## config.mk

```make
export PLATFORM = sky130hd
export DESIGN_NAME = nor_truth_sequencer
export DESIGN_NICKNAME = d
export VERILOG_FILES = /design/src/rtl/nor_truth_sequencer.sv
export SDC_FILE = /design/constraint.sdc
export NUM_CORES = 1
export LEC_CHECK = 0
export ABC_AREA = 1
export CAP_MARGIN = 20
export CORE_UTILIZATION = 53
export DETAILED_ROUTE_END_ITERATION = 16
export GPL_TIMING_DRIVEN = 0
export MAX_ROUTING_LAYER = met4
export PLACE_DENSITY = 0.8
export SETUP_SLACK_MARGIN = 0.2
export SYNTH_ARGS = -nofsm -noshare
export SYNTH_HDL_FRONTEND = slang
export SYNTH_SLANG_ARGS = --single-unit
export TNS_END_PERCENT = 50
```

## constraint.sdc

```tcl
create_clock -name clk -period 2 [get_ports clk]
set_clock_uncertainty 0.15 [all_clocks]
set_input_delay 0.3 -clock clk [delete_from_list [all_inputs] [get_ports clk]]
set_output_delay 0.3 -clock clk [all_outputs]
set_load 0.01 [all_outputs]
```

## src/rtl/nor_truth_sequencer.sv

```systemverilog
// rtl/nor_truth_sequencer.sv - exhaustive 4-vector truth-table checker for an external 2-input NOR
module nor_truth_sequencer #(
  parameter int SETTLE_CYCLES = 2
) (
  input  logic       clk,
  input  logic       rst,
  input  logic       start,
  input  logic       y_in,
  output logic       a_out,
  output logic       b_out,
  output logic       busy,
  output logic       done,
  output logic       pass,
  output logic [2:0] err_cnt,
  output logic [3:0] y_log
);

  typedef enum logic [1:0] {IDLE, SETTLE, SAMPLE, DONE} state_t;

  localparam logic [3:0] SETTLE_LAST = 4'(SETTLE_CYCLES - 1);

  state_t     state, state_n;
  logic [3:0] cnt, cnt_n;
  logic [1:0] idx, idx_n;
  logic       a_n, b_n, busy_n, done_n, pass_n;
  logic [2:0] err_n;
  logic [3:0] log_n;
  logic       mismatch;

  always_ff @(posedge clk) begin
    if (rst) begin
      state   <= IDLE;
      cnt     <= 4'd0;
      idx     <= 2'd0;
      a_out   <= 1'b0;
      b_out   <= 1'b0;
      busy    <= 1'b0;
      done    <= 1'b0;
      pass    <= 1'b0;
      err_cnt <= 3'd0;
      y_log   <= 4'd0;
    end else begin
      state   <= state_n;
      cnt     <= cnt_n;
      idx     <= idx_n;
      a_out   <= a_n;
      b_out   <= b_n;
      busy    <= busy_n;
      done    <= done_n;
      pass    <= pass_n;
      err_cnt <= err_n;
      y_log   <= log_n;
    end
  end

  // Outputs are computed one cycle ahead so that every port comes from a flop.
  always_comb begin
    state_n  = state;
    cnt_n    = cnt;
    idx_n    = idx;
    a_n      = 1'b0;
    b_n      = 1'b0;
    busy_n   = 1'b0;
    done_n   = 1'b0;
    pass_n   = pass;
    err_n    = err_cnt;
    log_n    = y_log;
    mismatch = 1'b0;
    case (state)
      IDLE: begin
        if (start) begin
          state_n = SETTLE;
          cnt_n   = 4'd0;
          idx_n   = 2'd0;
          busy_n  = 1'b1;
          pass_n  = 1'b0;
          err_n   = 3'd0;
          log_n   = 4'd0;
        end
      end
      SETTLE: begin
        busy_n = 1'b1;
        a_n    = idx[1];
        b_n    = idx[0];
        if (cnt == SETTLE_LAST) begin
          state_n = SAMPLE;
        end else begin
          cnt_n = cnt + 4'd1;
        end
      end
      SAMPLE: begin
        mismatch   = (y_in != ~(a_out | b_out));
        err_n      = err_cnt + {2'b00, mismatch};
        log_n[idx] = y_in;
        cnt_n      = 4'd0;
        if (idx != 2'd3) begin
          idx_n   = idx + 2'd1;
          state_n = SETTLE;
          busy_n  = 1'b1;
          a_n     = idx_n[1];
          b_n     = idx_n[0];
        end else begin
          idx_n   = 2'd0;
          state_n = DONE;
          done_n  = 1'b1;
          pass_n  = (err_n == 3'd0);
        end
      end
      DONE: begin
        state_n = IDLE;
        idx_n   = 2'd0;
      end
      default: state_n = IDLE;
    endcase
  end

endmodule

```

==> results of run 1 <==
## metrics by stage
step	utilization	hold WS (ns)	cell area [um^2]	TNS [ns]	worst slack [ns]
after CTS	0.682	0.339	1340	0	0.288
after floorplan	-	0.291	1120	0	0.433
after global routing	0.685	0.187	1340	0	0.221
after detailed placement	0.663	0.322	1300	-0.0306	-0.0306
after global placement	0.663	0.308	1300	-0.0202	-0.0202
final	0.685	0.191	1340	0	0.323
## state kept, by name (all words and copies together) (netlist names)
name,count
state,2
idx,2
busy,1
pass,1
cnt,4
done,1
y_log,4
err_cnt,3
b_out,1
a_out,1
## synth_stat cells (2+ instances only)
cell type / count
a21oi_2: 2
nand2_4: 2
nor2_1: 23
ha_1: 12
nand2_2: 4
nor3_1: 2
nand2_1: 28
xor2_1: 2
a21oi_1: 14
nand3_1: 16
inv_1: 18
o21ai_1: 2
dfxtp_1: 20
inv_2: 2
o21ai_0: 3
## worst min path at each step
stage          startpoint  endpoint  depth (start not counted)  slack, ns
2_1_floorplan        y_in  y_log[2]                          2       0.29
3_3_place_gp     y_log[3]  y_log[3]                          2       0.31
3_5_place_dp     y_log[3]  y_log[3]                          2       0.32
4_1_cts          y_log[3]  y_log[3]                          2       0.34
5_1_grt              y_in  y_log[2]                          3       0.19
6_report             y_in  y_log[2]                          3       0.19
## power by group
| part | total, mW | switching, mW | internal (mW) |
|---|---|---|---|
| logic | 0.762 | 0.464 | 0.298 |
| clock network | 0.234 | 0.123 | 0.111 |
| registers | 0.555 | 0.0719 | 0.483 |
## cell usage in the layout, fill, tap and decap left out
cell type,Yosys,layout
clkdlybuf4s50_1,0,14
a21oi_1,14,14
nor2_2,0,1
clkbuf_4,0,3
nand2_2,4,4
nand2_1,28,28
ha_1,12,12
buf_2,1,1
a31oi_1,1,1
dlymetal6s2s_1,0,1
xor2_1,2,2
clkbuf_8,0,1
inv_2,2,2
buf_6,1,1
dfxtp_2,0,1
nand3_1,16,16
dfxtp_1,20,19
o21ai_0,3,3
o21ai_1,2,2
nor2_1,23,22
inv_1,18,18
nor3_1,2,2
nand2_4,2,2
inv_4,1,1
a21oi_2,2,2
clkbuf_1,1,1
## area by class of cell
cell class	instances	area (um^2)	share of cell area
Buffer	3	20.0	0.0149
Clock buffer	4	36.3	0.0270
Inverter	21	81.3	0.0605
Multi-Input combinational cell	111	618	0.460
Sequential cell	20	402	0.299
Tap cell	27	33.8	0.0251
Timing Repair Buffer	15	153	0.114
## worst reg2reg max path, stage by stage, from the launching register on
cell	delay, ns
dfxtp_1	0.43
inv_1	0.10
ha_1	0.27
a31oi_1	0.38
o21ai_1	0.12
nor2_1	0.11
## routing by layer
metal | track usage | wire length [um] | vias up | part of all wire
met3 | 0.0453 | 72 | 8 | 0.033
li1 | - | - | 531 | -
met5 | - | 0 | - | 0
met4 | 0.122 | 66 | 0 | 0.030
met1 | 0.251 | 945 | 442 | 0.43
met2 | 0.414 | 1120 | 16 | 0.51
## cells by family after synthesis
| kind of cell | share of synthesized area |
|---|---|
| simple gates | 0.295 |
| fa+ha+maj | 0.134 |
| xor+xnor | 0.0157 |
| compound gates | 0.106 |
| flops | 0.358 |
| buf+inv | 0.0907 |
==> flow_summary.ini, run 1 <==
[status]
status = completed

[setup_path]
critPathBufInv = 1
path_max_fanout = 3
path_class = reg2out
r2r-end = y_log[2]
crit_chain = clkdlybuf4s50_1
end_kind = output port
regToRegSetupSlack_ns = 0.37
crit_end = err_cnt[2]
cp-startpoint = err_cnt[2]
crit_arrival_ns = 1.23
worstPathRequired_ns = 1.55
regToRegStartpoint = state[1]
critPathSlowestCell = clkdlybuf4s50_1
path_delay_family = buffers and inverters
slowest_delay_ns = 0.55
r2r_cells = 5
start_kind = flip-flop
path_depth = 1

[timing]
setup_viol = 0
fmax_mhz = 596
grt_setup_unrepaired = no
slew_headroom = 0.673
worstMarginPinSlew_ns = 0.491
slew_violations = 0
timing.final.crit_share = 0.838
final_hold_viol_count = 0
fin_crit_ns = 1.68

[synthesis]
synth-seq-cells = 20
synth_top_area_frac = 0.358
synth_cells = 155
synth_area_leaders = dfxtp_1, ha_1, nand2_1, nor2_1, nand3_1
ys.flop_type = dfxtp_1
syn_avg_cell_area_um2 = 7.21
synthesis.area_um2 = 1120
synth_warnings = 0
synth_edf_count = 0
synth_top_area_cell = dfxtp_1
synth_cell_type_count = 20
synth_nets = 171
ys_async_sr_fraction = 0
ys_seq_area_frac = 0.358

[clocking]
clk_latency_ns = 0.30
clk_pin_slew_worst_paths_ns = 0.11
htree_levels = 1
post_cts_resized = 0
cts_setup_buffers = 0
cts_root_buffer = clkbuf_4
clockBufferDepth = 2
cts.sinks = 20
cts_inserted_buffers = 3
holdBufCountCts = 0
cts_tree = done

[place]
port_buffers = 15
gp_congestion = 0.788
place.detailed.hpwl_um = 1720
dp_cells = 197

[power_and_ir_drop]
leakagePower_nw = 0.605
ir_worst_vdd_mv = 0.822
power_mw = 1.55
power_density_nw_per_um2 = 1150

[die]
die_height_um = 47.9
die_x_um = 47.9
core_area_um2 = 1960
start_util = 0.570
die_area_um2 = 2300
pin_count = 16
rows = 16

[detailed_routing]
vias_per_cell = 4.96
vias = 997
routed_wl_um = 2200
postRouteAntennaNets = 0
drtIter0Drc = 11
first_pass_iters = 4
wire_per_inst_um = 10.9
drc_errors = 0

[grt]
grt_first_pass_wirelength_um = 3590
antenna_found_initial = 0
grt_pass1_vias = 888
grt_max_degree = 12
grt-ovfl-total = 0
track_usage = 0.237

[flow_run]
max-cap-violations = 0

[cells_and_area]
fillCellCount = 187
drive_above_1_share = 0.109
nets = 191
diodes = 0
fin_cells = 201
area_delta_synth_final_pct = 20.3

[min_path]
hold_class = in2reg
(Power assumes the default switching activity.)
==> run 2: changes to the inputs <==
Clock period 2 ns to 1.55 ns, I/O delays scaled along.
==> run 2 against run 1 <==
  * The run now ends with setup timing left
  * Largest power group unchanged
  * Routed wire length rose by 60%
  * Total power rose by 73%
  * Global-route usage rose by 0.66 points
  * Sequential cell count did not move
  * Clock power rose by 40%
  * First-iteration DRC count rose to 4.7 times the previous value
  * Via count rose by 20%
  * Sequential power rose by 37%
  * Critical path type is now in2reg
  * Critical endpoint is now pass
  * Combinational power rose by 110%
==> flow_summary.ini, run 2 (synthesized netlist as in run 1, its figures left out) <==
[detailed_routing]
vias_per_cell = 5.76
vias = 1199
drtIter0Drc = 52
postRouteAntennaNets = 0
routed_wl_um = 3520
wire_per_inst_um = 16.9
first_pass_iters = 4
drc_errors = 0

[die]
start_util = 0.570
pin_count = 16
die_height_um = 47.9
die_area_um2 = 2300
die_x_um = 47.9
core_area_um2 = 1960
rows = 16

[setup_path]
worstPathRequired_ns = 1.66
regToRegStartpoint = a_out
start_kind = input pin
worst_path_most_repeated_cell = nor2_1
end_kind = flip-flop
slowest_delay_ns = 0.54
path_max_fanout = 3
path_delay_family = buffers and inverters
crit_chain = clkdlybuf4s50_1 -> xor2_1 -> ha_2 -> ha_4 -> nor2_1 -> nand2_1 -> nor2_2 -> nor2_1 -> nor2_1
path_class = in2reg
crit_arrival_ns = 1.94
r2r_cells = 9
r2r-end = pass
regToRegSetupSlack_ns = -0.26
critPathSlowestCell = clkdlybuf4s50_1
critPathBufInv = 1

[cells_and_area]
final_common_cell = nand2_1
layout_common_cells = nand2_1, nor2_1, inv_1, dfxtp_1
fin_area_um2 = 1650
fillCellCount = 124
diodes = 0
area_delta_synth_final_pct = 47.7
drive_above_1_share = 0.376
nets = 198
finish.utilization = 0.841
reg.largest.list = cnt (4), y_log (4), err_cnt (3)

[clocking]
holdBufCountCts = 0
clockBufferDepth = 2
cts_tree = done
cts.sinks = 20
cts_root_buffer = clkbuf_4
htree_levels = 1
cts_inserted_buffers = 3
clk_pin_slew_worst_paths_ns = 0.12
clk_latency_ns = 0.31

[power_and_ir_drop]
power_mw = 2.69
p_int_mw = 1.41
power_density_nw_per_um2 = 1630
power_frac_seq = 0.282
clkPwrFrac = 0.122
leakagePower_nw = 0.709
power.share.switching = 0.477
pwr-share-comb = 0.596
power_switching_mw = 1.28
ir_worst_vdd_mv = 1.19

[place]
gp_congestion = 0.887
placed_cell_area_um2 = 1370
place.detailed.hpwl_um = 1860
port_buffers = 15

[status]
status = complete, but fails checks
violations = setup timing

[timing]
setup_tns_ns = -0.488
worstMarginPinSlew_ns = 0.407
slew_violations = 0
worst_slack_ns = -0.278
fin_crit_ns = 1.83
final_hold_viol_count = 0
whs_ns = 0.327
slew_headroom = 0.728
timing.final.crit_share = 1.18
fmax_mhz = 547
setup_viol = 3
grt_setup_unrepaired = yes

[grt]
grt-ovfl-total = 0
grt_pass1_vias = 906
grt_first_pass_wirelength_um = 3720
track_usage = 0.244
antenna_found_initial = 0
grt_max_degree = 12

[flow_run]
max-cap-violations = 0

[min_path]
whs_path_depth = 2
min_to = y_log[3]
hold_class = reg2reg
worstHoldStart = y_log[3]
run 2: cell types whose count changed in the layout (fill, tap and decap cells not counted), moves of 6 or more:
cell	change
clkdlybuf4s50_1	-11
dfxtp_1	-8
dlygate4sd2_1	+8
nand3_1	-8
nand3_2	+7
a21oi_1	-6
run 2: timing repair:
item,in CTS,in global routing
setup endpoints to repair,30,25
resized for setup,22,52
pin swaps,1,25
setup buffers,0,6
gates cloned,0,1
run 2: worst max path at each step:
stage | from | end | slack [ns] | depth (start not counted)
6_report | y_in | pass | -0.28 | 9
5_1_grt | y_in | pass | -0.32 | 9
4_1_cts | b_out | pass | -0.14 | 9
3_5_place_dp | y_in | pass | -0.49 | 8
3_3_place_gp | y_in | pass | -0.43 | 8
2_1_floorplan | b_out | pass | 0.04 | 8
run 2: cell type report:
type / count / area [um^2] / share of cell area
Multi-Input combinational cell: 111 / 840 / 0.509
Sequential cell: 20 / 419 / 0.254
Timing Repair Buffer: 22 / 184 / 0.111
Tap cell: 27 / 33.8 / 0.0205
Inverter: 21 / 106 / 0.0644
Buffer: 3 / 31.3 / 0.0190
Clock buffer: 4 / 36.3 / 0.0220
run 2: through the flow:
| step | cells | setup slack [ns] |
|---|---|---|
| after global routing | 208 | -0.325 |
| after CTS | 201 | -0.142 |
| after global placement | 197 | -0.433 |
| after detailed placement | 197 | -0.490 |
| after floorplan | 155 | 0.0431 |
| final | 208 | -0.278 |
run 2: tightest hold or removal path, stage by stage (launching register included):
cell and delay, ns:
dfxtp_1 0.34, nand2_2 0.07, a21oi_2 0.04
run 2: routing by layer:
metal,up-vias,wire (um),global-route usage
met2,60,1760,0.411
met3,14,203,0.0377
li1,546,-,-
met4,0,122,0.128
met1,579,1430,0.274
met5,-,0,-
run 2: power by group through the flow:
stage	logic, mW	registers, mW	clock network (mW)
finish	1.60	0.759	0.327
global route	1.71	0.771	0.337
CTS	1.11	0.732	0.313
detailed placement	1.08	0.742	0
global placement	1.04	0.734	0
floorplan	0.803	0.742	0
